File: config.mk
export PLATFORM = sky130hd
export DESIGN_NAME = instr_fetch_ctrl
export DESIGN_NICKNAME = d
export VERILOG_FILES = /design/src/rtl/instr_fetch_ctrl.sv
export SDC_FILE = /design/constraint.sdc
export NUM_CORES = 1
export LEC_CHECK = 0
export ABC_CLOCK_PERIOD_IN_PS = 1700
export CORE_MARGIN = 2
export CORE_UTILIZATION = 35
export DETAILED_ROUTE_END_ITERATION = 12
export GPL_TIMING_DRIVEN = 0
export PLACE_DENSITY_LB_ADDON = 0.12
export SLEW_MARGIN = 20
export SYNTH_ARGS = -nofsm -noshare
export SYNTH_HDL_FRONTEND = slang
export SYNTH_SLANG_ARGS = --single-unit
File: constraint.sdc
create_clock -name clk -period 1.7 [get_ports clk]
set_input_delay 0.17 -clock clk [delete_from_list [all_inputs] [get_ports clk]]
set_output_delay 0.17 -clock clk [all_outputs]
set_load 0.005 [all_outputs]
File: src/rtl/instr_fetch_ctrl.sv
// Instruction fetch controller: PC, start/run/halt FSM, stall and branch handling.
// Ports: clk, reset (async high), start, halt, stall, branch_taken, branch_abs,
//   branch_target, branch_offset -> inst_addr, fetch_valid, done, overrun, cycle_cnt.
// Macro FETCH_CYCLE_CNT_EN builds the saturating RUN-cycle counter on cycle_cnt;
//   without it cycle_cnt is tied to 0.
module instr_fetch_ctrl #(
  parameter int          A          = 4,
  parameter int unsigned START_ADDR = 0,
  parameter int          CW         = 16
) (
  input  logic          clk,
  input  logic          reset,
  input  logic          start,
  input  logic          halt,
  input  logic          stall,
  input  logic          branch_taken,
  input  logic          branch_abs,
  input  logic [A-1:0]  branch_target,
  input  logic [A-1:0]  branch_offset,
  output logic [A-1:0]  inst_addr,
  output logic          fetch_valid,
  output logic          done,
  output logic          overrun,
  output logic [CW-1:0] cycle_cnt
);

  typedef enum logic [1:0] {
    S_IDLE = 2'd0,
    S_RUN  = 2'd1,
    S_HALT = 2'd2
  } state_t;

  localparam logic [A-1:0] PC_START = A'(START_ADDR);
  localparam logic [A-1:0] PC_LAST  = {A{1'b1}};

  state_t       state_q, state_d;
  logic [A-1:0] pc_q, pc_d;
  logic         ovr_q, ovr_d;

  always_ff @(posedge clk or posedge reset) begin
    if (reset) begin
      state_q <= S_IDLE;
      pc_q    <= PC_START;
      ovr_q   <= 1'b0;
    end else begin
      state_q <= state_d;
      pc_q    <= pc_d;
      ovr_q   <= ovr_d;
    end
  end

  always_comb begin
    state_d = state_q;
    pc_d    = pc_q;
    ovr_d   = ovr_q;
    unique case (state_q)
      S_IDLE: begin
        if (start) begin
          state_d = S_RUN;
          pc_d    = PC_START;
        end
      end
      S_RUN: begin
        // halt > stall > branch > increment
        if (halt) begin
          state_d = S_HALT;
        end else if (stall) begin
          pc_d = pc_q;
        end else if (branch_taken) begin
          // relative add wraps in A bits by construction
          pc_d = branch_abs ? branch_target
                            : pc_q + branch_offset;
        end else if (pc_q != PC_LAST) begin
          pc_d = pc_q + A'(1);
        end else begin
          state_d = S_HALT;
          ovr_d   = 1'b1;
        end
      end
      S_HALT: begin
        if (start) begin
          state_d = S_RUN;
          pc_d    = PC_START;
          ovr_d   = 1'b0;
        end
      end
      default: begin
        state_d = S_IDLE;
        pc_d    = PC_START;
      end
    endcase
  end

  always_comb begin
    fetch_valid = (state_q == S_RUN);
    done        = (state_q == S_HALT);
    inst_addr   = pc_q;
    overrun     = ovr_q;
  end

`ifdef FETCH_CYCLE_CNT_EN
  logic [CW-1:0] cnt_q;
  logic          launch;

  assign launch = (state_q != S_RUN) && (state_d == S_RUN);

  always_ff @(posedge clk or posedge reset) begin
    if (reset) begin
      cnt_q <= '0;
    end else if (launch) begin
      cnt_q <= '0;
    end else if (state_q == S_RUN && cnt_q != {CW{1'b1}}) begin
      cnt_q <= cnt_q + CW'(1);
    end
  end

  assign cycle_cnt = cnt_q;
`else
  assign cycle_cnt = '0;
`endif

endmodule
==> impl_metrics.csv, run 1 <==
group,metric,value,unit
logic_synthesis,ys_ff_latch,7,
final_layout,drive_gt1_frac,0.3178,
sta,fin_worst_skew,0.0008686,ns
pwr,p_total,886.6,µW
floorplan,die_y,49.65,µm
placed_design,place_congestion,0.7364,
sta,setup_tns,0,ns
logic_synthesis,synth-edff-count,0,
sta,fmax,593.9,MHz
global_route,grt_pass1_wl,2.635,mm
final_layout,final_area,0.001125,mm²
clocking,cts.sinks,7,
logic_synthesis,synth_compound_area_frac,0.1612,
global_route,grt_max_degree,11,
drt,via_per_inst,4.487,
drt,route.detailed.drc,0,
global_route,overflow,0,
sta,period_share,0.9905,
clocking,cts.htree.levels,1,
job,max_cap_viol_count,0,
placed_design,placed_area,0.001020,mm²
floorplan,start_util,0.3718,
logic_synthesis,ys_seq_area_frac,0.2401,
critical_path,arrival,1.81,ns
final_layout,nFillCells,214,
logic_synthesis,synth-main-ff-cell,"dfrtp_1",
drt,drt-wirelength-per-cell,10.21,µm
drt,via_count,700,
global_route,grt_usage,0.1384,
final_layout,fin_nets,150,
placed_design,dp_hpwl,1.227,mm
clocking,cts_tree,"yes",
final_layout,syn_to_final_growth,54.20,%
floorplan,ios,38,
pwr,peakVddDrop,525.8,µV
global_route,antenna_found_initial,0,
sta,hold_viol_final,0,
clocking,clock_path_buffers,2,
clocking,clk_pin_slew,0.05,ns
logic_synthesis,postSynthCellCount,84,
critical_path,path_class,"flip-flop to flip-flop",
logic_synthesis,synth_area_per_cell,8.684,µm²
critical_path,reg2reg_slack,0.02,ns
critical_path,worstPathRequired,1.83,ns
drt,drt-initial-drc-count,20,
logic_synthesis,synth_top_family_by_area,"simple AND/OR/NAND/NOR gates",
placed_design,portBuffers,20,
critical_path,worstPathMaxFanout,4,
clocking,cts_buffers,3,
critical_path,crit_path_end_kind,"flip-flop",
logic_synthesis,synth-simple-area-share,0.2161,
sta,rsz0062_at_grt,"true",
floorplan,dieArea,0.002465,mm²
logic_synthesis,synth_mux_area_frac,0.04460,
pwr,p_leak,0.0005293,µW
logic_synthesis,synth_cell_type_count,35,
drt,ant_nets,0,
sta,setup_viol,0,
global_route,grt_pass1_vias,631,
run_status,status,"finished clean",
logic_synthesis,syn_area,729.5,µm²
clocking,hold_buffers,0,
logic_synthesis,yosysWarnings,0,
floorplan,core,0.001962,mm²
clocking,cts_root_buffer,"clkbuf_4",
drt,first_pass_iters,4,
final_layout,antenna_cells,0,
critical_path,reg2regPathDepth,5,
sta,layout_min_cycle_time,1.684,ns
min_path,hold_class,"input pin to asynchronous set/reset pin",
pwr,power_density,788.2,mW/mm²
floorplan,die_w,49.65,µm
logic_synthesis,synthAdderAreaFrac,0.09605,
logic_synthesis,synthArstFlopShare,1.000,
clocking,worstSkewPairLatency,0.24,ns
final_layout,finalNonFillerCells,156,
logic_synthesis,synth_xor_xnor_area_share,0.02401,
floorplan,num_rows,16,
drt,routed_wirelength,1.593,mm
placed_design,dp.cells,146,
sta,slew_viol_final,0,
critical_path,startpoint_type,"flip-flop",
==> routing by layer <==
metal  track usage  part of all wire
met5             0                 0
met4       0.01389                 0
met3       0.05758             0.069
met2        0.2267              0.49
met1        0.1755              0.44
==> timing repair <==
| action | in CTS | in global routing |
|---|---|---|
| resized for setup | 5 | 7 |
| pin swaps | 2 | 4 |
| cloned | 0 | 0 |
| setup buffers | 6 | 0 |
| setup endpoints to repair | 3 | 5 |
==> cells in the mapped netlist (2+ instances only) <==
library cell	count	area share
nand3_1	5	0.034
buf_4	17	0.17
nor2_1	4	0.021
nor3_1	2	0.014
mux2_2	2	0.031
a21oi_1	4	0.027
o221ai_1	2	0.024
o2bb2ai_1	2	0.024
dfrtp_1	7	0.24
xnor2_1	2	0.024
nand4b_1	2	0.024
ha_1	4	0.069
nand2_1	4	0.021
inv_1	6	0.031
==> area by class of cell <==
class,count,area [µm²],share of cell area
multi-input combinational,68,484.2,0.4305
tap,27,33.78,0.03003
buffer,18,132.6,0.1179
sequential,7,177.7,0.1580
inverter,6,22.52,0.02002
clock buffer,4,26.28,0.02336
timing repair buffer,26,247.7,0.2202
==> flip-flops by register name, summed over array words and instances (netlist names) <==
name,cells
overrun,1
state_q,2
inst_addr,4
==> metrics by stage <==
step / setup slack [ns] / util / hold WS (ns)
after floorplan: 0.01673 / - / -0.02660
after global placement: -0.1829 / 0.5198 / 0.4286
after detailed placement: -0.1646 / 0.5198 / 0.4212
after CTS: 0.007055 / 0.5606 / 0.1619
after global routing: -0.03834 / 0.5733 / 0.1793
final: 0.01609 / 0.5733 / 0.1592
==> power breakdown <==
group,switching (µW),leakage [µW],internal [µW]
sequential,37.9,0.0000900,207
clock,53.5,0.0000150,89.1
combinational,212,0.000424,287
total,304,0.000529,583
==> cell usage in the layout, fill, tap and decap left out, drive strengths merged, types with 2 or more instances in the layout <==
master and n:
a21oi 4, buf 24, clkbuf 4, clkdlybuf4s50 19, conb 16, dfrtp 7, ha 4, inv 6
mux2 2, nand2 4, nand3 5, nand4b 2, nor2 4, nor3 3, o221ai 2, o2bb2ai 2
xnor2 2
==> kinds of logic after synthesis <==
| logic type | count (synthesis) |
|---|---|
| buffers and inverters | 24 |
| DFF | 7 |
| adders and majority gates | 5 |
| xor gates and xnor gates | 2 |
| AOI/OAI and AO/OA | 16 |
| muxes | 3 |
| and+or+nand+nor | 26 |
| other | 1 |
==> worst max-delay path: stages, from the launching register on <==
cell	delay (ns)
dfrtp_2	0.43
ha_2	0.19
fa_1	0.45
mux2i_1	0.15
a211oi_1	0.09
mux2_2	0.26
==> final timing paths <==
kind | from | to
worst max-delay path | inst_addr[0]$_DFFE_PP0P_ | inst_addr[1]$_DFFE_PP0P_
worst min-delay path | reset | inst_addr[2]$_DFFE_PP0P_
worst max register to register | inst_addr[0]$_DFFE_PP0P_ | inst_addr[1]$_DFFE_PP0P_
worst min register to register | overrun$_DFFE_PP0P_ | overrun$_DFFE_PP0P_
max in group asynchronous | reset | inst_addr[1]$_DFFE_PP0P_
min in group clk | branch_taken | inst_addr[0]$_DFFE_PP0P_
No activity file was read; power rests on OpenSTA's default activity.
==> run 2: changes to the inputs <==
--- a/config.mk
+++ b/config.mk
@@ -11,7 +11,7 @@
 export DETAILED_ROUTE_END_ITERATION = 12
 export GPL_TIMING_DRIVEN = 0
 export PLACE_DENSITY_LB_ADDON = 0.12
-export SLEW_MARGIN = 20
+export SLEW_MARGIN = 30
 export SYNTH_ARGS = -nofsm -noshare
 export SYNTH_HDL_FRONTEND = slang
 export SYNTH_SLANG_ARGS = --single-unit
==> results of run 2 <==
The final DEF is identical to that of run 1; final timing and power are the same.
